## config.mk

```make
export PLATFORM = sky130hd
export DESIGN_NAME = diff_modulo_block
export DESIGN_NICKNAME = d
export VERILOG_FILES = /design/src/rtl/diff_modulo_block.sv
export SDC_FILE = /design/constraint.sdc
export NUM_CORES = 1
export LEC_CHECK = 0
export CAP_MARGIN = 25
export CORE_AREA = 2 2 93 95
export CTS_BUF_LIST = sky130_fd_sc_hd__clkbuf_16
export DETAILED_ROUTE_END_ITERATION = 10
export DIE_AREA = 0 0 95 97
export HOLD_SLACK_MARGIN = 0.12
export SLEW_MARGIN = 10
export SYNTH_ARGS = -nofsm -noshare
export SYNTH_HDL_FRONTEND = slang
export SYNTH_SLANG_ARGS = --single-unit
```

## constraint.sdc

```tcl
create_clock -name clk -period 3.05 [get_ports clk]
set_input_delay 0.61 -clock clk [delete_from_list [all_inputs] [get_ports clk]]
set_output_delay 0.61 -clock clk [all_outputs]
set_load 0.005 [all_outputs]
```

## src/rtl/diff_modulo_block.sv

```systemverilog
// N-th order finite difference of folded ADC samples, re-folded with a centred modulo 2^L,
// buffered and released to the loop block as res/en strobes spaced at least N+1 cycles apart.
module diff_modulo_block #(
  parameter int N          = 2,
  parameter int IN_RES     = 12,
  parameter int OUT_RES    = 16,
  parameter int L          = 8,
  parameter int FIFO_DEPTH = 4
) (
  input  logic                      clk,
  input  logic                      reset,
  input  logic                      flush,
  input  logic                      in_en,
  input  logic signed [IN_RES-1:0]  in_y,
  output logic                      in_ready,
  output logic                      en,
  output logic signed [OUT_RES-1:0] res,
  output logic                      overflow,
  output logic                      warm
);

  localparam int DW = IN_RES + N;
  localparam int PW = (FIFO_DEPTH > 1) ? $clog2(FIFO_DEPTH) : 1;
  localparam int CW = $clog2(FIFO_DEPTH + 1);
  localparam int GW = $clog2(N + 1);

  typedef enum logic {
    WARMUP = 1'b0,
    RUN    = 1'b1
  } state_t;

  state_t                    state_q, state_d;
  logic [GW-1:0]             wcnt_q, wcnt_d;
  logic signed [DW-1:0]      p_q [N];
  logic signed [DW-1:0]      p_d [N];
  logic signed [DW-1:0]      d   [N];
  logic signed [L-1:0]       dn_low;
  logic signed [OUT_RES-1:0] r;

  logic signed [OUT_RES-1:0] fifo_mem [FIFO_DEPTH];
  logic [PW-1:0]             wptr_q, wptr_d;
  logic [PW-1:0]             rptr_q, rptr_d;
  logic [CW-1:0]             count_q, count_d;
  logic [GW-1:0]             gap_q, gap_d;
  logic                      en_q, en_d;
  logic signed [OUT_RES-1:0] res_q, res_d;
  logic                      overflow_q, overflow_d;
  logic                      warm_q, warm_d;

  logic accept, push, pop;

  // Handshake: a sample is taken at a rising edge when in_en=1 and in_ready=1;
  // in_ready depends only on the registered fill level, never on in_en.
  assign in_ready = (count_q < CW'(FIFO_DEPTH));
  assign accept   = in_en & in_ready;
  assign push     = accept & (state_q == RUN);
  assign pop      = (count_q != '0) && (gap_q == '0);

  always_comb begin
    d[0] = DW'(in_y);
    for (int k = 1; k < N; k++) begin
      d[k] = d[k-1] - p_q[k-1];
    end
    // Only the low L bits of d_N matter: the centred fold is their sign extension.
    dn_low = L'(d[N-1] - p_q[N-1]);
    r      = OUT_RES'(dn_low);
  end

  always_comb begin
    state_d    = state_q;
    wcnt_d     = wcnt_q;
    wptr_d     = wptr_q;
    rptr_d     = rptr_q;
    count_d    = count_q;
    gap_d      = gap_q;
    en_d       = 1'b0;
    res_d      = res_q;
    overflow_d = overflow_q;
    warm_d     = warm_q;
    for (int k = 0; k < N; k++) begin
      p_d[k] = p_q[k];
    end

    if (accept) begin
      for (int k = 0; k < N; k++) begin
        p_d[k] = d[k];
      end
      if (state_q == WARMUP) begin
        wcnt_d = wcnt_q + GW'(1);
        if (wcnt_q == GW'(N - 1)) begin
          state_d = RUN;
          warm_d  = 1'b1;
        end
      end
    end

    if (in_en && !in_ready) begin
      overflow_d = 1'b1;
    end

    if (pop) begin
      en_d   = 1'b1;
      res_d  = fifo_mem[rptr_q];
      rptr_d = rptr_q + PW'(1);
      gap_d  = GW'(N);
    end else if (gap_q != '0) begin
      gap_d = gap_q - GW'(1);
    end

    if (push) begin
      wptr_d = wptr_q + PW'(1);
    end

    case ({push, pop})
      2'b10:   count_d = count_q + CW'(1);
      2'b01:   count_d = count_q - CW'(1);
      default: count_d = count_q;
    endcase

    // A flush overrides any accept or pop happening at the same edge.
    if (flush) begin
      state_d    = WARMUP;
      wcnt_d     = '0;
      wptr_d     = '0;
      rptr_d     = '0;
      count_d    = '0;
      gap_d      = '0;
      en_d       = 1'b0;
      res_d      = '0;
      overflow_d = 1'b0;
      warm_d     = 1'b0;
      for (int k = 0; k < N; k++) begin
        p_d[k] = '0;
      end
    end
  end

  always_ff @(posedge clk or negedge reset) begin
    if (!reset) begin
      state_q    <= WARMUP;
      wcnt_q     <= '0;
      wptr_q     <= '0;
      rptr_q     <= '0;
      count_q    <= '0;
      gap_q      <= '0;
      en_q       <= 1'b0;
      res_q      <= '0;
      overflow_q <= 1'b0;
      warm_q     <= 1'b0;
      for (int k = 0; k < N; k++) begin
        p_q[k] <= '0;
      end
    end else begin
      state_q    <= state_d;
      wcnt_q     <= wcnt_d;
      wptr_q     <= wptr_d;
      rptr_q     <= rptr_d;
      count_q    <= count_d;
      gap_q      <= gap_d;
      en_q       <= en_d;
      res_q      <= res_d;
      overflow_q <= overflow_d;
      warm_q     <= warm_d;
      for (int k = 0; k < N; k++) begin
        p_q[k] <= p_d[k];
      end
    end
  end

  // Storage needs no reset: count and pointers decide which entries are live.
  always_ff @(posedge clk) begin
    if (push && !flush) begin
      fifo_mem[wptr_q] <= r;
    end
  end

  assign en       = en_q;
  assign res      = res_q;
  assign overflow = overflow_q;
  assign warm     = warm_q;

endmodule
```

Word-level counts from Yosys, hierarchy flattened
Memory sizes are Yosys's and may differ from the RTL's.
Cells that the tools add are included.
Word-level totals
  word-level logic and storage cells: 75
  output and inout port bits: 20
  RAM bits: 64
  input bits: 16
  memories: 1
  register bits: 53
Memory list
  fifo_mem: words 4, width 16, read ports 1, clocked after memory_dff 0, wr ports 1, RTL line 40  | logic signed [OUT_RES-1:0] fifo_mem [FIFO_DEPTH];
Operators by class
  $add $sub $neg: 8
  order comparisons: 1
  equality and inequality tests: 4
  reductions and logical operators: 17
  bitwise operators: 2
  mux-type cells: 30
Operators by type and width (count)
  28-bit 2-to-1 mux: 2
  16-bit 2-to-1 mux: 2
  2-bit 2-to-1 mux: 10
  1-bit 2-to-1 mux: 14
  12-bit by 14-bit subtractor with 14-bit output: 1
  2-bit nonzero test: 6
  3-bit nonzero test: 3
  8-bit subtractor: 1
  2-bit by 1-bit adder with 2-bit output, second input constant: 3
  3-bit case mux with 2 select lines: 1
  2-bit by 1-bit equality test with 1-bit output, second input constant: 2
  3-bit by 1-bit adder with 3-bit output, second input constant: 1
  1-bit logical AND: 3
  3-bit less-than comparator, second input constant: 1
  3-bit 2-to-1 mux: 1
  3-bit AND reduction: 1
  3-bit by 1-bit subtractor with 3-bit output, second input constant: 1
  1-bit AND: 2
  2-bit equality test, second input constant: 1
  1-bit zero test: 2
  2-bit zero test: 1
  2-bit inequality test, second input constant: 1
  2-bit AND reduction: 1
  2-bit by 1-bit subtractor with 2-bit output, second input constant: 1

Logic depth before layout (Yosys ltp)
  word-level depth: 6
  mapped depth: 14
  gate-level depth less buffers: 14

Least setup slack after synthesis
Ideal clock, no wire load.
  path kind: input to register
  start point: input port in_y[0]
  end point: memory fifo_mem[0][14], data pin
  arrival: 2.808 ns
  data required time: 2.772 ns
  cell stages on the path: 14
  setup time: 0.278 ns
  path slack: -0.036 ns
  path buffers: 0
  cells stage by stage: inv_1 > ha_1 > inv_1 > fa_1 > a21o_1 > a21oi_2 > nor2b_1 > o21ai_1 > nor2b_1 > xnor2_1 > ha_1 > o21a_1 > o2bb2ai_1 > xnor3_1
On the way
  cells in the longest elaborated chain, start to end: 2
Ends and longest elaborated chain
  start, declared: RTL line 14  | input logic signed [IN_RES-1:0] in_y,
  12-bit by 14-bit subtractor with 14-bit output: RTL line 62  | d[k] = d[k-1] - p_q[k-1];
  8-bit subtractor: RTL line 65  | dn_low = L'(d[N-1] - p_q[N-1]);
  net dn_low[7]: RTL line 37  | logic signed [L-1:0] dn_low;
  end, declared: RTL line 40
The timed path passes the listed nets, and every way through them passes these cells.

Worst setup path in the final report
  start point: input port in_y[1]
  end point: memory fifo_mem[1][14], data pin
Same word-level chain as after synthesis.

==> results.cfg <==
[timing]
slew_viol_final = 0
skew_ns = 0.00523
fmaxAchievable_ghz = 0.340
setup_viol = 0
hold_viol = 0
relSlewSlack = 0.608
fin_crit_sh = 0.964
final.min_clock_period_ns = 2.94
worstMarginPinSlew_ns = 0.588

[grt]
antenna_found_initial = 0
grt_start_max_net_pins = 42
grt_pass1_wl_mm = 11.0
grt_usage = 0.157
grt_pass1_vias = 2294
overflow = 0

[route]
routedWlPerCell_um = 13.7
routed_via_density = 4.96
dr.pass1.iters = 4
via_count = 2349
final_antenna_net_count = 0
wirelength_mm = 6.49
drt-initial-drc-count = 76
drc = 0

[cts]
clkLatencyLatePin_ns = 0.33
cts_sinks = 71
root_buffer = clkbuf_16
path_clk_slew_ns = 0.06
hold_buffers = 0
h-tree-depth = 3
cts_tree = done
ctsLongestPathBuffers = 2
cts_buffers = 9

[power_and_ir_drop]
power_density_nw_per_um2 = 838
finalPower_w = 0.00377
leakagePower_nw = 1.83
max-vdd-ir-drop_uv = 344

[synthesis]
ys_seq_area_frac = 0.542
ys_warn_count = 0
synthCells = 315
ys_top_cells_by_area = dfrtp_1 27%, edfxtp_1 27%, ha_1 7.0%
synth_cell_type_count = 41
avgSynthCellArea_um2 = 11.3
synth_nets = 354
yosysTopAreaCellShare = 0.273
ys_ff_latch = 71
yosys.area.top_type = dfrtp_1
syn_area_um2 = 3570

[final_layout]
area.growth.synth_to_final_pct = 25.7
post-route-util = 0.552
mostFrequentLayoutCells = 46 x nand2_1, 39 x dfrtp_1, 32 x edfxtp_1
final_common_cell = nand2_1
multi_input_area_um2 = 1500
seqCellArea_um2 = 1940
drive_above_1_share = 0.192
layout.nets = 403
fillers = 720
antenna_cells = 0

[critical_path]
slowest_stage = fa_2
reg2reg_slack_ns = 0.18
max_stage_delay_ns = 0.40
critPathKind = primary input to register
endpoint_kind = register
path_cells = dlygate4sd2_1, fa_2, a21o_1, a21oi_2, nor2b_2, o21ai_2, nor2b_4, xnor2_2, ha_1, o21a_1, o2bb2ai_2, xnor3_2
path_max_fanout = 4
timing.rr.end = fifo_mem[1][14]
crit_start = in_y[1]
reg2reg_from = p_q[14]
reg2regPathDepth = 13
crit_arrival_ns = 3.00
start_kind = primary input
cp.required_ns = 3.11

[die]
die_area_um2 = 9220
initial_core_util = 0.439
die-height_um = 97
die_w_um = 95
ioPinCount = 36
num_rows = 33
core_um2 = 8130

[place]
dp_hpwl_mm = 4.34
port_buffers = 31
gp_congestion = 0.804

[hold_path]
hold_class = primary input to asynchronous set/reset pin

[run_status]
outcome = completed

[job]
maxCapViolations = 0
-- kinds of logic after synthesis --
family | count (synthesis) | synth area share
xor+xnor | 18 | 0.0501
flops | 71 | 0.542
mux | 10 | 0.0560
compound gates | 54 | 0.0938
simple gates | 93 | 0.112
fa+ha+maj | 23 | 0.0868
buf+inv | 46 | 0.0588
-- worst max-delay path, delay by kind of cell --
family / cells / cell delay (ns)
adders and majority gates: 2 / 0.72
AOI/OAI and AO/OA: 5 / 0.79
and+or+nand+nor: 2 / 0.24
xor gates and xnor gates: 2 / 0.36
buffers and inverters: 1 / 0.28
-- synthesized netlist by cell type --
| master | n |
|---|---|
| xnor3_1 | 1 |
| o2bb2ai_1 | 1 |
| o31ai_1 | 1 |
| inv_1 | 26 |
| o21ai_0 | 4 |
| o21a_1 | 4 |
| buf_4 | 8 |
| buf_2 | 6 |
| nor3_1 | 4 |
| a31o_1 | 1 |
| a221oi_1 | 1 |
| a31oi_1 | 4 |
| nor2b_1 | 7 |
| xor2_1 | 5 |
| ha_1 | 20 |
| edfxtp_1 | 32 |
| and2_1 | 4 |
| o21ai_1 | 2 |
| clkbuf_1 | 5 |
| fa_1 | 3 |
| buf_1 | 1 |
| o21ai_2 | 1 |
| a211oi_1 | 2 |
| mux4_2 | 8 |
| mux2i_1 | 2 |
| a21oi_2 | 1 |
| xnor2_1 | 11 |
| dfrtp_1 | 39 |
| or4_1 | 1 |
| a21o_1 | 1 |
| nand2_1 | 46 |
| nor2_2 | 1 |
| xnor2_2 | 1 |
| nor4b_1 | 2 |
| o31a_1 | 1 |
| o31a_4 | 1 |
| nor2_1 | 25 |
| a21boi_0 | 1 |
| o21bai_1 | 1 |
| a21oi_1 | 27 |
| nand3_1 | 3 |
-- layer usage --
layer / wire length (µm) / vias to the layer above / track usage
li1: - / 1172 / -
met1: 2950 / 1126 / 0.203
met2: 3220 / 40 / 0.254
met3: 188 / 11 / 0.0312
met4: 133 / 0 / 0.0669
met5: 0 / - / 0
-- sequential cells by signal (all words and copies together) (netlist names) --
signal    count
count_q       3
warm          1
fifo_mem     32
p_q          16
gap_q         2
res           8
overflow      1
rptr_q        2
wcnt_q        2
en            1
wptr_q        2
state_q       1
-- report_power, final --
group | internal, W | total, W | leakage [nW] | switching [W]
Clock | 0.000641 | 0.00106 | 0.143 | 0.000418
Combinational | 0.000713 | 0.00137 | 0.875 | 0.000654
Sequential | 0.00122 | 0.00134 | 0.813 | 0.000115
-- worst max path at each step --
stage | end | slack (ns) | cells past startpoint
3_5_place_dp | fifo_mem[0][14] | -0.55 | 15
4_1_cts | fifo_mem[3][14] | 0.04 | 15
6_report | fifo_mem[1][14] | 0.11 | 12
5_1_grt | fifo_mem[1][14] | -0.03 | 12
3_3_place_gp | fifo_mem[0][14] | -0.50 | 15
2_1_floorplan | fifo_mem[0][14] | 0.01 | 14
-- stage by stage --
stage / TNS [ns] / cell area, µm² / cells / hold slack, ns / setup WS (ns)
finish: 0 / 4490 / 474 / 0.194 / 0.111
floorplan: 0 / 3580 / 315 / 0.314 / 0.0146
global route: -0.100 / 4490 / 474 / 0.220 / -0.0262
global placement: -6.10 / 4080 / 455 / 0.482 / -0.497
detailed placement: -7.10 / 4080 / 455 / 0.492 / -0.549
CTS: 0 / 4410 / 473 / 0.456 / 0.0352
-- final cells by class --
cell class | instances | area share
Sequential cell | 71 | 0.431
Clock inverter | 7 | 0.0178
Tap cell | 105 | 0.0293
Multi-Input combinational cell | 198 | 0.335
Clock buffer | 9 | 0.0502
Timing Repair Buffer | 58 | 0.115
Inverter | 26 | 0.0217
-- repair_timing --
| action | in CTS | in global routing |
|---|---|---|
| gates cloned | 0 | 0 |
| buffers inserted | 2 | 0 |
| pin swaps | 8 | 7 |
| gates resized for setup | 8 | 12 |
| hold endpoints to repair | 0 | 0 |
| endpoints found under the setup margin | 12 | 12 |
No activity file was read; power rests on OpenSTA's default activity.
==> RTL change 1: new RTL, same flow settings <==
Change the parameter `N` from 2 to 4. Comments in the files are not updated.
--- a/src/rtl/diff_modulo_block.sv
+++ b/src/rtl/diff_modulo_block.sv
@@ -1,7 +1,7 @@
 // N-th order finite difference of folded ADC samples, re-folded with a centred modulo 2^L,
 // buffered and released to the loop block as res/en strobes spaced at least N+1 cycles apart.
 module diff_modulo_block #(
-  parameter int N          = 2,
+  parameter int N          = 4,
   parameter int IN_RES     = 12,
   parameter int OUT_RES    = 16,
   parameter int L          = 8,
Check against the original RTL: not equivalent (a bounded check fails within 4 cycles, from zero or initial values and one cycle with reset low).
==> RTL change 1 against the original RTL <==
- the flow now finishes with violations (negative setup slack)
- fmax decreased by 31%
- highest routed layer unchanged
- first-iteration DRC count grew 67%
- routed wire length rose by 67%
- sequential cell count grew 18
- design area up 46%
- area after synthesis grew 35%
- largest cell class is now multi-input combinational cells
- critical endpoint is now fifo_mem[0][14]
- setup slack got worse by 1.3 ns
Power is left out: the tool's default activity adds up to more than one toggle a clock period on the data nets, which glitch-free logic cannot reach.
==> RTL change 1: results (changes against the original RTL) <==
stage,metric,value,unit,change
final_layout,multi_input_area,2760,um2,+84%
timing,setup-violations-final,32,,+32
final_layout,layout.nets,609,,+51%
routing,wl_met2,6090,um,+89%
global_route,grt_pass1_vias,3651,,+59%
yosys,synth.yosys.seq_area_share,0.493,,-0.0489
status,outcome,"complete, but fails checks",,
timing,worst_hold_slack,0.305,ns,+0.111 ns
critical_path,critPathLaunch,in_y[0],,
routing,finalWirelength,10900,um,+67%
global_route,grt_max_degree,58,,+38%
final_layout,seq_cells,89,,+25%
placement,post-place-ws,-1.98,ns,-1.43 ns
final_layout,multi_input_gates,312,,+58%
yosys,synth_flop_cell,dfrtp_1,,
routing,drtIter0Drc,127,,+67%
timing,setup_ws,-1.20,ns,-1.31 ns
timing,max-slew-margin-rel,0.567,,-0.0414
global_route,use_met3,0.0304,,-0.000779
final_layout,final_layout_size_suffix_gt1_frac,0.314,,+0.122
yosys,synth_common_cells,"nand2_1 (70), a21oi_1 (60), dfrtp_1 (57), inv_1 (47), nor2_1 (39)",,
yosys,async_flop_share,0.640,,+0.0912
final_layout,final-clk-cell-share,0.0411,,-0.0269
yosys,synth_cell_types,38,,-7.3%
final_layout,layoutNonFillerInstCount,662,,+40%
yosys,syn_nets,530,,+50%
routing,wl_met3,254,um,+35%
placement,place_area,5520,um2,+35%
critical_path,cp_top_family,adder cells,,
global_route,grt_use_total,0.228,,+0.0718
yosys,synth.area.top_cells,"dfrtp_1 (29%), edfxtp_1 (20%), ha_1 (9.3%)",,
critical_path,crit_arrival,4.31,ns,+1.31 ns
final_layout,nFillCells,502,,-30%
routing,viasPerCell,5.41,,+9.1%
final_layout,buffer_area_frac,0.124,,+0.00878
final_layout,seq_area_frac,0.365,,-0.0666
status,violations,negative setup slack,,
critical_path,slowest_delay,0.59,ns,+0.19 ns
critical_path,rr_startpoint,p_q[48],,
timing,setup_tns,-24.74,ns,-24.74 ns
final_layout,n_all_inverters,47,,+81%
global_route,met1_usage,0.271,,+0.0682
[RTL change 1: cells by family (layout without fill, tap and decap cells)]
logic type / count (synthesis) / count (layout) / synth area share
fa+ha+maj: 41 / 41 / 0.114
compound gates: 98 / 98 / 0.118
buf+inv: 72 / 156 / 0.0623
simple gates: 134 / 134 / 0.114
flops: 89 / 89 / 0.493
xor+xnor: 30 / 30 / 0.0587
mux: 9 / 9 / 0.0393
[RTL change 1: timing repair]
| action | in CTS | in global routing |
|---|---|---|
| setup buffers | 11 | 15 |
| hold buffers | 0 | 0 |
| setup endpoints to repair | 38 | 33 |
| pin swaps | 27 | 26 |
| resized for setup | 59 | 49 |
| hold endpoints to repair | 0 | 0 |
[RTL change 1: final timing paths]
path                              endpoint  depth (start not counted)
max                        fifo_mem[0][14]                         19
min                                 p_q[1]                          1
max reg2reg                fifo_mem[0][14]                         17
min reg2reg                       overflow                          2
max in group asynchronous        wcnt_q[1]                          2
min in group clk                  overflow                          2
==> RTL change 2: new RTL, config.mk and constraints unchanged <==
Made on the original files. Register the output `overflow` once more, with the module's reset; this adds one clock of latency there. The other outputs are not delayed to match.
--- a/src/rtl/diff_modulo_block.sv
+++ b/src/rtl/diff_modulo_block.sv
@@ -176,7 +176,13 @@
 
   assign en       = en_q;
   assign res      = res_q;
-  assign overflow = overflow_q;
+  always_ff @(posedge clk or negedge reset) begin
+    if (!reset) begin
+      overflow <= '0;
+    end else begin
+      overflow <= overflow_q;
+    end
+  end
   assign warm     = warm_q;
 
 endmodule
Function: changed (Yosys sat finds a counterexample within 10 cycles, from zero or initial values and one cycle with reset low).
==> RTL change 2 against the original RTL <==
- clock skew rose by 0.0017 ns
- highest routed layer unchanged
- setup slack improved by 0.022 ns
- global-route usage shrank 0.071 points
- critical path depth stayed put
- combinational power down 4%
- design area up 0.45%
- sequential cell count rose by 1
- clock power rose by 6%
- routed wire length grew 1.6%
- total power grew 0.98%
- synthesized cell count is 1.9% higher
- area after synthesis up 2.2%
- critical endpoint is now fifo_mem[3][14]
==> RTL change 2: results (changes against the original RTL) <==
stage,metric,value,unit,change
clock_tree,htree_levels,3,,unchanged
final_layout,diodes,0,,unchanged
final_layout,largest_reg_flops,32,,unchanged
timing,worst_pin_slew,0.969,ns,+0.382 ns
final_layout,regMostFlops,fifo_mem,,
yosys,syn_nets,360,,+1.7%
yosys,synth_edf_count,32,,unchanged
global_route,grt_use_total,0.156,,-0.000705
critical_path,slowest_delay,0.42,ns,+0.02 ns
placement,dp.final_hpwl,4420,um,+1.9%
global_route,grt_max_degree,43,,+2.4%
clock_tree,clockBufferDepth,2,,unchanged
critical_path,slowest_stage,clkdlybuf4s50_1,,
critical_path,worstPathMaxFanout,4,,unchanged
clock_tree,cts_made_buffers,9,,unchanged
final_layout,layout.nets,405,,+0.50%
placement,place_congestion,0.744,,-7.5%
global_route,antenna_found_initial,0,,unchanged
clock_tree,root_buffer,clkbuf_16,,
status,outcome,"finished, final reports clean",,
yosys,synth_common_cells,"nand2_1 (48), dfrtp_1 (40), edfxtp_1 (32), a21oi_1 (31), nor2_1 (26)",,
yosys,synth_flop_cell,dfrtp_1,,
min_path,min_path_type,input port to asynchronous set/reset pin,,
placement,post-place-ws,-0.562,ns,-0.0128 ns
routing,drtIter0Drc,166,,+120%
floorplan,row_count,33,,unchanged
routing,finalWirelength,6590,um,+1.6%
clock_tree,clkTransAtPathRegs,0.06,ns,about the same
yosys,synth.yosys.seq_area_share,0.537,,-0.00466
global_route,grt_pass1_vias,2289,,-0.22%
critical_path,crit_arrival,2.97,ns,-0.03 ns
global_route,grt_pass1_wl,11100,um,+0.82%
yosys,synth.area.top_cells,"dfrtp_1 (27%), edfxtp_1 (26%), ha_1 (6.9%)",,
final_layout,final_layout_size_suffix_gt1_frac,0.181,,-0.0118
placement,port_buffers,31,,unchanged
yosys,synth-warning-count,0,,unchanged
yosys,async_flop_share,0.556,,+0.00626
power,power.leakage,1.84,nW,+0.39%
power,max-vdd-ir-drop,0.352,mV,+2.2%
routing,dr.pass1.iters,4,,unchanged
clock_tree,ctsHoldBuffers,0,,unchanged
yosys,synth_cell_types,48,,+17%
timing,skew,0.00697,ns,+0.00174 ns
routing,viasPerCell,4.93,,-0.42%
clock_tree,clock_latency,0.33,ns,about the same
RTL change 2: repair_timing:
action | in CTS | in global routing
resized for setup | 5 | 6
pin swaps | 8 | 13
setup buffers | 3 | 0
endpoints found under the setup margin | 4 | 8
RTL change 2: power breakdown:
part	switching, mW	internal [mW]
clock	0.408	0.717
combinational	0.647	0.672
sequential	0.119	1.24
total	1.17	2.63
RTL change 2: layout make-up:
cell class              instances  area, um2
fillers                       706       3620
flip-flops and latches         72       1960
multi-input cells             204       1500
repair buffers                 55        503
clock buffers                   9        225
well taps                     105        131
clock inverters                 7       96.3
inverters                      24       90.1
RTL change 2: metrics by stage:
stage	total power, mW	util	cell area (um2)	setup TNS, ns	std cells
2_1_floorplan	2.27	-	3650	0	321
3_3_place_gp	2.64	0.506	4120	-5.39	456
3_5_place_dp	2.68	0.506	4120	-6.15	456
4_1_cts	3.85	0.550	4470	0	475
5_1_grt	4.06	0.555	4510	0	476
6_report	3.80	0.555	4510	0	476
RTL change 2: worst max-delay path, delay by kind of cell:
| family | cells | cell delay [ns] |
|---|---|---|
| and+or+nand+nor | 2 | 0.17 |
| AOI/OAI and AO/OA | 5 | 0.75 |
| xor gates and xnor gates | 2 | 0.41 |
| buffers and inverters | 1 | 0.42 |
| adders and majority gates | 2 | 0.62 |
RTL change 2: routing by layer:
metal  wire length [um]  GRT usage  up-vias
met5                  0          0        -
met4                 76     0.0502        0
met3                233     0.0374        8
met2               3290      0.250       43
met1               2990      0.208     1110
li1                   -          -     1188
RTL change 2: kinds of logic after synthesis:
group           count (synthesis)  share of synthesized area
simple gates                   93                      0.109
compound gates                 61                      0.108
flops                          72                      0.537
buf+inv                        45                     0.0589
mux                            10                     0.0548
xor+xnor                       17                     0.0466
fa+ha+maj                      23                     0.0850
RTL change 2: final timing paths:
kind                            start              end  slack (ns)  cells after the start
max in group asynchronous       reset          p_q[14]        2.28                      2
min reg2reg                overflow_q         overflow        0.38                      0
min                             reset           res[5]        0.26                      1
max reg2reg                   p_q[14]  fifo_mem[3][14]        0.28                     13
min in group clk           overflow_q         overflow        0.38                      0
max                           in_y[2]  fifo_mem[3][14]        0.13                     12
